<file path="src/rtl/fcpu_pkg.sv">
// Shared global-memory interface widths and elaboration-time helpers
// used across the compute-unit memory subsystem.
package fcpu_pkg;

    localparam int GMEM_ADDR_W = 32;
    localparam int GMEM_DATA_W = 32;
    localparam int ID_WIDTH    = 4;

    // Index width that never collapses to zero bits, even for a single-entry pool.
    function automatic int clog2_min1(input int n);
        return ($clog2(n) < 1) ? 1 : $clog2(n);
    endfunction

endpackage

</file>
<file path="src/rtl/rr_arbiter.sv">
// Combinational round-robin arbiter: grants the first requester after last_grant,
// wrapping modulo N. Shared by the global-memory read and write paths.
module rr_arbiter
    import fcpu_pkg::*;
#(
    parameter int N = 4,
    localparam int W = clog2_min1(N)
) (
    input  logic [N-1:0] req,
    input  logic         en,
    input  logic [W-1:0] last_grant,
    output logic [N-1:0] gnt_onehot,
    output logic [W-1:0] gnt_idx,
    output logic         any
);

    logic [W-1:0] cand;

    // NOTE: every output of a combinational block gets a default before any
    // branch; a path that leaves one unassigned would infer a latch.
    always_comb begin
        gnt_onehot = '0;
        gnt_idx    = '0;
        any        = 1'b0;
        cand       = '0;
        if (en) begin
            for (int k = 1; k <= N; k++) begin
                cand = W'((int'(last_grant) + k) % N);
                if (!any && req[cand]) begin
                    gnt_onehot[cand] = 1'b1;
                    gnt_idx          = cand;
                    any              = 1'b1;
                end
            end
        end
    end

endmodule

</file>
<file path="src/rtl/gmem_rd_arbiter.sv">
// Shares the global-memory AXI read port between N_REQ requesters: round-robin AR
// issue through one register slot, in-order owner FIFO steering R beats back.
module gmem_rd_arbiter
    import fcpu_pkg::*;
#(
    parameter int N_REQ        = 4,
    parameter int OWNER_FIFO_W = 2
) (
    input  logic                                  clk,
    input  logic                                  rst,
    input  logic [N_REQ-1:0][GMEM_ADDR_W-1:0]     req_araddr,
    input  logic [N_REQ-1:0][7:0]                 req_arlen,
    input  logic [N_REQ-1:0]                      req_arvalid,
    output logic [N_REQ-1:0]                      req_arready,
    output logic [GMEM_DATA_W-1:0]                req_rdata,
    output logic                                  req_rlast,
    output logic [N_REQ-1:0]                      req_rvalid,
    input  logic [N_REQ-1:0]                      req_rready,
    output logic [GMEM_ADDR_W-1:0]                m0_araddr,
    output logic [7:0]                            m0_arlen,
    output logic                                  m0_arvalid,
    input  logic                                  m0_arready,
    output logic [ID_WIDTH-1:0]                   m0_arid,
    input  logic [GMEM_DATA_W-1:0]                m0_rdata,
    input  logic                                  m0_rlast,
    input  logic                                  m0_rvalid,
    output logic                                  m0_rready,
    input  logic [ID_WIDTH-1:0]                   m0_rid,
    output logic [OWNER_FIFO_W:0]                 outstanding,
    output logic                                  protocol_err
);

    localparam int IDX_W = clog2_min1(N_REQ);
    localparam int DEPTH = 1 << OWNER_FIFO_W;
    localparam logic [OWNER_FIFO_W:0]   DEPTH_CNT = (OWNER_FIFO_W + 1)'(DEPTH);
    localparam logic [OWNER_FIFO_W-1:0] PTR_ONE   = OWNER_FIFO_W'(1);
    localparam logic [OWNER_FIFO_W:0]   CNT_ONE   = (OWNER_FIFO_W + 1)'(1);

    logic                      ar_valid_q, ar_valid_d;
    logic [GMEM_ADDR_W-1:0]    ar_addr_q,  ar_addr_d;
    logic [7:0]                ar_len_q,   ar_len_d;
    logic [IDX_W-1:0]          last_grant_q, last_grant_d;
    logic [OWNER_FIFO_W-1:0]   wr_ptr_q, wr_ptr_d;
    logic [OWNER_FIFO_W-1:0]   rd_ptr_q, rd_ptr_d;
    logic [OWNER_FIFO_W:0]     outstanding_q, outstanding_d;
    logic                      err_q, err_d;
    logic [IDX_W-1:0]          owner_mem [DEPTH];

    logic                      slot_free;
    logic                      can_issue;
    logic                      fifo_empty;
    logic [IDX_W-1:0]          head;
    logic [N_REQ-1:0]          gnt_onehot;
    logic [IDX_W-1:0]          gnt_idx;
    logic                      gnt_any;
    logic                      push;
    logic                      pop;

    assign slot_free  = !ar_valid_q || m0_arready;
    assign can_issue  = slot_free && (outstanding_q < DEPTH_CNT);
    assign fifo_empty = (outstanding_q == '0);
    assign head       = owner_mem[rd_ptr_q];

    // Grants are suppressed while reset is held so req_arready reads zero asynchronously.
    rr_arbiter #(.N(N_REQ)) u_rr (
        .req        (req_arvalid),
        .en         (can_issue && !rst),
        .last_grant (last_grant_q),
        .gnt_onehot (gnt_onehot),
        .gnt_idx    (gnt_idx),
        .any        (gnt_any)
    );

    assign req_arready = gnt_onehot;
    assign push        = gnt_any;
    assign pop         = !fifo_empty && m0_rvalid && m0_rready && m0_rlast;

    assign m0_araddr    = ar_addr_q;
    assign m0_arlen     = ar_len_q;
    assign m0_arvalid   = ar_valid_q;
    assign m0_arid      = '0;
    assign outstanding  = outstanding_q;
    assign protocol_err = err_q;

    assign req_rdata = m0_rdata;
    assign req_rlast = m0_rlast;

    always_comb begin
        req_rvalid = '0;
        m0_rready  = 1'b0;
        if (!fifo_empty) begin
            m0_rready        = req_rready[head];
            req_rvalid[head] = m0_rvalid;
        end
    end

    always_comb begin
        ar_valid_d   = ar_valid_q;
        ar_addr_d    = ar_addr_q;
        ar_len_d     = ar_len_q;
        last_grant_d = last_grant_q;
        if (gnt_any) begin
            ar_valid_d   = 1'b1;
            ar_addr_d    = req_araddr[gnt_idx];
            ar_len_d     = req_arlen[gnt_idx];
            last_grant_d = gnt_idx;
        end else if (m0_arready) begin
            ar_valid_d = 1'b0;
        end
    end

    // The FIFO admits a push only below full, independent of a same-cycle pop.
    always_comb begin
        wr_ptr_d      = push ? wr_ptr_q + PTR_ONE : wr_ptr_q;
        rd_ptr_d      = pop  ? rd_ptr_q + PTR_ONE : rd_ptr_q;
        outstanding_d = outstanding_q;
        case ({push, pop})
            2'b10:   outstanding_d = outstanding_q + CNT_ONE;
            2'b01:   outstanding_d = outstanding_q - CNT_ONE;
            default: outstanding_d = outstanding_q;
        endcase
        err_d = err_q || (m0_rvalid && (fifo_empty || (m0_rid != '0)));
    end

    // NOTE: sequential state is written with non-blocking assignments so every
    // register samples the pre-edge values regardless of statement order.
    always_ff @(posedge clk or posedge rst) begin
        if (rst) begin
            ar_valid_q    <= 1'b0;
            ar_addr_q     <= '0;
            ar_len_q      <= '0;
            last_grant_q  <= IDX_W'(N_REQ - 1);
            wr_ptr_q      <= '0;
            rd_ptr_q      <= '0;
            outstanding_q <= '0;
            err_q         <= 1'b0;
        end else begin
            ar_valid_q    <= ar_valid_d;
            ar_addr_q     <= ar_addr_d;
            ar_len_q      <= ar_len_d;
            last_grant_q  <= last_grant_d;
            wr_ptr_q      <= wr_ptr_d;
            rd_ptr_q      <= rd_ptr_d;
            outstanding_q <= outstanding_d;
            err_q         <= err_d;
        end
    end

    // NOTE: the owner storage has no reset; entries are only read between a push
    // and its pop, and outstanding (which is reset) decides emptiness.
    always_ff @(posedge clk) begin
        if (push) begin
            owner_mem[wr_ptr_q] <= gnt_idx;
        end
    end

endmodule

</file>
<file path="config.mk">
export PLATFORM = sky130hd
export DESIGN_NAME = gmem_rd_arbiter
export DESIGN_NICKNAME = d
export VERILOG_FILES = /design/src/rtl/fcpu_pkg.sv /design/src/rtl/rr_arbiter.sv /design/src/rtl/gmem_rd_arbiter.sv
export SDC_FILE = /design/constraint.sdc
export NUM_CORES = 1
export LEC_CHECK = 0
export CAP_MARGIN = 30
export CORE_AREA = 2 2 116 118
export DETAILED_ROUTE_END_ITERATION = 10
export DIE_AREA = 0 0 118 120
export MAX_ROUTING_LAYER = met4
export PLACE_DENSITY = 0.78
export SYNTH_ARGS = -nofsm -noshare
export SYNTH_HDL_FRONTEND = slang
export SYNTH_SLANG_ARGS = --single-unit
</file>
<file path="constraint.sdc">
create_clock -name clk -period 6.43 [get_ports clk]
set_input_delay 0.9645 -clock clk [delete_from_list [all_inputs] [get_ports clk]]
set_output_delay 0.9645 -clock clk [all_outputs]
set_load 0.01 [all_outputs]
</file>
======== Word-level counts from Yosys, hierarchy flattened ========
Memories as Yosys holds them, arrays and structs flattened.
Index checks and enable logic that the tools add are counted.
W data, S select, Z words.
operators by class
  $add $sub $neg .......................... 8
  $lt $le $gt $ge ......................... 12
  equal/unequal tests ..................... 2
  muxes and demuxes ....................... 52
  bitwise operators ....................... 4
  reductions and logical operators ........ 27
operators with widths
  kind                   count
  $bmux W32 S2           1
  $mux W4                9
  $mux W32               1
  $mux W1                23
  $lt A2 B3 Y1 const B   6
  $bmux W8 S2            1
  $logic_and A1 B1 Y1    14
  $or A4 B4 Y4           3
  $bmux W1 S2            5
  $demux W1 S2           5
  $ge A2 B1 Y1 const B   5
  $mux W2                5
  $add A2 B1 Y2 const B  4
  $mux W8                1
  $logic_not A1 Y1       6
  $pmux W3 S2            1
  $add A2 B2 Y2 const B  2
  $and A4 B4 Y4          1
  $reduce_bool A2 Y1     2
  $reduce_bool A4 Y1     1
  $add A3 B1 Y3 const B  1
  $logic_not A3 Y1       1
  $logic_or A1 B1 Y1     3
  $lt A3 B3 Y1 const B   1
  3 further kinds        3
storage, ports and cells
  flip-flop bits (word level) ............. 51
  RAM bits ................................ 8
  input bits .............................. 209
  output and inout bits ................... 91
  logic and storage cells ................. 114
  memories ................................ 1
memories
  name       words  width  read ports  clocked after memory_dff  write ports  RTL line               source
  owner_mem  4      2      1           0                         1            gmem_rd_arbiter.sv:47  logic [IDX_W-1:0] owner_mem [DEPTH];

======== Longest topological paths before layout ========
  depth after elaboration ................. 19
  mapped depth ............................ 16
  depth with buffers taken out ............ 12

======== By module ========
A second synthesis with hierarchy kept.
second synthesis, totals
  cell total of the unflattened synthesis .. 310
  area, all modules ....................... 4150.2 µm²
by module, submodules not included
  module           instances  cells each  area each (µm²)  sequential area each (µm²)
  gmem_rd_arbiter  1          244         3629.7           1519.0
  rr_arbiter       1          66          520.5            0.0

======== Worst setup path before layout ========
OpenSTA, ideal clock, no wires.
  kind .................................... register to register
  from .................................... register last_grant_q[0]
  to ...................................... register outstanding_q[2], in the netlist outstanding[2]
  library setup time ...................... 0.079 ns
  arrival ................................. 3.693 ns
  data required time ...................... 6.351 ns
  setup slack ............................. 2.657 ns
  stages on the path, launching flop included .. 17
  buffers on the path ..................... 4
  period minus slack after synthesis ...... 3.773 ns
  cells stage by stage .................... dfstp_2 -> buf_6 -> inv_1 -> ha_1 -> clkbuf_2 -> mux4_2 -> buf_6 -> or2_4 -> o31a_1 -> inv_1 -> clkbuf_1 -> ha_1 -> inv_1 -> fa_1 -> xor2_1 -> nor2_1 -> xor2_1
between the ends
  cells in the longest elaborated chain, start to end .. 19
  elaborated cells between the ends (all ways) .. 30
  those cells by class .................... 4 x add/sub; 2 x eq/ne; 17 x mux; 7 x reduce/logical
RTL lines
  item                                                      RTL line                source
  start: declaration                                        gmem_rd_arbiter.sv:42   logic [IDX_W-1:0] last_grant_q, last_grant_d;
  start signal: assignment                                  gmem_rd_arbiter.sv:132  last_grant_q <= IDX_W'(N_REQ - 1);
  start signal: assignment                                  gmem_rd_arbiter.sv:141  last_grant_q <= last_grant_d;
  $add A2 B1 Y2                                             rr_arbiter.sv:28        cand = W'((int'(last_grant) + k) % N);
  $bmux W1 S2                                               rr_arbiter.sv:29        if (!any && req[cand]) begin
  $mux W1 (implied by the code)                             rr_arbiter.sv:29
  $mux W1                                                   rr_arbiter.sv:29
  $mux W1                                                   rr_arbiter.sv:26        if (en) begin
  $logic_not A1 Y1                                          rr_arbiter.sv:29
  $logic_and A1 B1 Y1                                       rr_arbiter.sv:29
  $mux W1                                                   rr_arbiter.sv:29
  [3 not listed]                                            --
  $mux W1                                                   rr_arbiter.sv:29
  $mux W1                                                   rr_arbiter.sv:26
  $logic_not A1 Y1                                          rr_arbiter.sv:29
  $logic_and A1 B1 Y1                                       rr_arbiter.sv:29
  $mux W1 (*)                                               rr_arbiter.sv:29
  $mux W1 (*)                                               rr_arbiter.sv:26
  $eq A2 B1 Y1 / $eq A2 B2 Y1 (equally long branches)       gmem_rd_arbiter.sv:117  case ({push, pop})
  $pmux W3 S2 / $reduce_bool A2 Y1 (equally long branches)  --
  end signal: assignment                                    gmem_rd_arbiter.sv:144  outstanding_q <= outstanding_d;
  end: declaration                                          gmem_rd_arbiter.sv:45   logic [OWNER_FIFO_W:0] outstanding_q, outstanding_d;
Every way passes the cells marked *; elsewhere a longest branch is shown, timed or not. The select of a mux whose other input is x is not followed.
A chain may end at the register's enable or synchronous reset.

======== Final worst setup path ========
  from .................................... register last_grant_q[0]
  to ...................................... output req_arready[1]
between the ends
  cells in the longest elaborated chain, start to end .. 17
  elaborated cells between the ends (all ways) .. 55
  those cells by class .................... 4 x add/sub; 8 x order compare; 30 x mux; 3 x bitwise; 10 x reduce/logical
RTL lines
  item                                                   RTL line               source
  branches (longest 15 deep; another with $lt A2 B3 Y1)  --
  $mux W4 (*)                                            rr_arbiter.sv:29
  $mux W4 (*)                                            rr_arbiter.sv:26
  end: declaration                                       gmem_rd_arbiter.sv:14  output logic [N_REQ-1:0] req_arready,
Mark *: on every way between the ends. The select of a mux whose other input is x is not followed.

==> results.tsv <==
metric	value	unit
CP max stage cell	dfstp_2	
most common cell after layout, fill and taps aside	clkdlybuf4s50_1	
Yosys warning count	0	
number of flops mapped to enable cells by yosys	8	
critical path's largest stage delay	0.73	ns
setup TNS	0	ns
Cell Area, Synth	0.004393	mm2
ratio of final minimum period to clock period	71.69	%
detail-routed via count per cell	5.150	
maximum root-to-sink buffer count	2	
die area	0.01416	mm2
RSZ-0062 raised after global routing	false	
Max-Cap Viols	0	
clock sink total	59	
CTS tree	built	
PortBufs	231	
H-Tree Depth	3	
clock skew	0.006762	ns
final core occ	52.44	%
core area	0.01298	mm2
achievable clock frequency	216.9	MHz
I/O pins	300	
clk slew on worst S/H paths	0.06	ns
Die W	118	um
Inst Count DP	758	
Critical Path AT	3.65	ns
CP Max Fanout	14	
final WL	13.91	mm
fin area	0.006807	mm2
Overflow after GRT	0	
# setup viols final	0	
Critical Path Start Type	flop	
worst hold path type	flop to flop	
post-CTS resize count	0	
vias in the first global route	4325	
layout cells sized above 1	11.20	%
CP most frequent cell	nor2_1	
largest net degree at the start of global routing	52	
TritonCTS Buffers	9	
Slew HR	34.79	%
Clock Latency Late Sink	0.32	ns
Final nets	816	
clock root buffer	clkbuf_16	
post-CTS setup buffer count	0	
DR vias	3986	
Die Span Y	120	um
commonest cells after routing, fill and taps aside	clkdlybuf4s50_1 (231), mux2i_1 (62), dfrtp_1 (49)	
overall routing resource usage	20.02	%
Layout area overhead	54.94	%
drt initial violations	169	
Worst IR Drop VDD	0.1863	mV
crit-path cells	inv_1 > ha_1 > mux4_2 > and2b_1 > a22oi_1 > nor2_1 > a221oi_1 > nor2_1 > clkdlybuf4s50_1	
Initial Utilization	33.84	%
Routed WL per cell	17.97	um
DP HPWL	10.47	mm
sequential-to-total area share from yosys stat	34.58	%
Worst EP required	5.47	ns
Final Hold Vio Count	0	
cell row count	42	
Hold-fix buffers, CTS	0	
Crit. End Element	output port	
antenna violations before repair	0	
Antenna Violating Nets Remaining	0	
Diodes inserted	0	
status	finished, final reports clean	
Slew @ Worst Pin	0.9782	ns
DR DRC count	0	
Power Dens Cells	414.9	mW/mm2
Pre-antenna DRT Iters	4	
GP Congestion	0.9095	
placed cell areas	0.006496	mm2
Post-Synthesis Cells	408	
clock period minus worst slack	4.610	ns
ys async rst share	86.44	%
leak pwr	2.964	nW
first-pass GRT wire length	21.98	mm
#FFs+latches synth	59	
top_reg_cell synth	dfrtp_1	
Worst Path Class, Setup	flop to output port	
Synth cell types	47	
Max Slew Vio Count	0	
Layout Cells excl Fill	774	
Syn Area/Cell	10.77	um2
==> layout make-up <==
cell class | instances | area, um2
Tap cell | 176 | 220.2
Fill cell | 1136 | 6173
Clock inverter | 5 | 77.57
Clock buffer | 11 | 232.7
Multi-Input combinational cell | 274 | 2359
Sequential cell | 59 | 1519
Timing Repair Buffer | 236 | 2350
Inverter | 13 | 48.80
==> cells in the mapped netlist (all sizes together) (3+ instances only) <==
cell	number	area [um2]
dfrtp	49	1226
inv	13	48.79
a22oi	4	30.03
nor3	3	15.01
xnor2	3	26.28
a221o	3	30.03
buf	55	447.9
a211oi	42	420.4
o21ai	3	15.01
a221oi	4	35.03
edfxtp	8	240.2
ha	13	162.7
nand2	24	97.59
clkbuf	10	38.78
mux2i	62	620.6
and3	21	131.4
o221ai	19	229.0
nor2	33	123.9
and2	7	46.30
xor2	3	26.28
mux4	7	157.7
==> layer usage <==
layer / up-vias / routed length (um) / track usage (%)
li1: 1847 / - / -
met1: 1936 / 5622 / 22.41
met2: 189 / 7281 / 35.68
met3: 14 / 887 / 5.228
met4: 0 / 116 / 4.970
met5: - / 0 / -
==> power by group <==
group          switching [mW]  internal [mW]  total (mW)
logic                   0.790          0.824        1.61
clock network           0.172          0.338       0.510
registers               0.133          0.567       0.700
==> logic make-up (layout without fill, tap and decap cells) <==
family	after synthesis	after routing	share of synthesized area, %
mux	69	69	17.72
compound gates	82	82	18.94
xor+xnor	6	6	1.196
other cells	1	4	0.08536
buf+inv	78	265	12.19
simple gates	99	99	11.14
flops	59	59	34.58
fa+ha+maj	14	14	4.158
==> stage by stage <==
step / total power, mW / setup slack [ns] / hold WS, ns
floorplan: 1.754 / 2.657 / 0.4806
global placement: 2.278 / 1.746 / 0.4405
detailed placement: 2.328 / 1.599 / 0.4433
CTS: 2.853 / 1.818 / 0.4561
global route: 3.009 / 1.553 / 0.4652
finish: 2.824 / 1.820 / 0.4573
==> state kept, by name, indices dropped and copies added, names as in the netlist <==
register and cells:
m0_arvalid 1, outstanding 3, last_grant_q 2, m0_arlen 8
rd_ptr_q 2, wr_ptr_q 2, m0_araddr 32, protocol_err 1
owner_mem 8
==> worst max-delay path, delay by kind of cell (launching register included) <==
family,cells,cell delay [ns]
simple gates,3,0.37
compound gates,2,0.46
mux,1,0.58
fa+ha+maj,1,0.47
flops,1,0.73
buf+inv,2,0.70
==> path summary, 6_finish.rpt <==
check                      slack (ns)  cells after the start                         from                    endpoint
setup / recovery                 1.82                      9  last_grant_q[0]$_DFFE_PP1P_              req_arready[1]
hold / removal                   0.46                      1       protocol_err$_DFF_PP0_      protocol_err$_DFF_PP0_
setup reg to reg                 1.90                     13  last_grant_q[0]$_DFFE_PP1P_  outstanding[2]$_DFFE_PP0P_
hold reg to reg                  0.46                      1       protocol_err$_DFF_PP0_      protocol_err$_DFF_PP0_
max in group asynchronous        4.74                      3                          rst  outstanding[2]$_DFFE_PP0P_
min in group asynchronous        1.19                      3                          rst     rd_ptr_q[0]$_DFFE_PP0P_
Note: power is estimated with default switching activity, not from simulation.
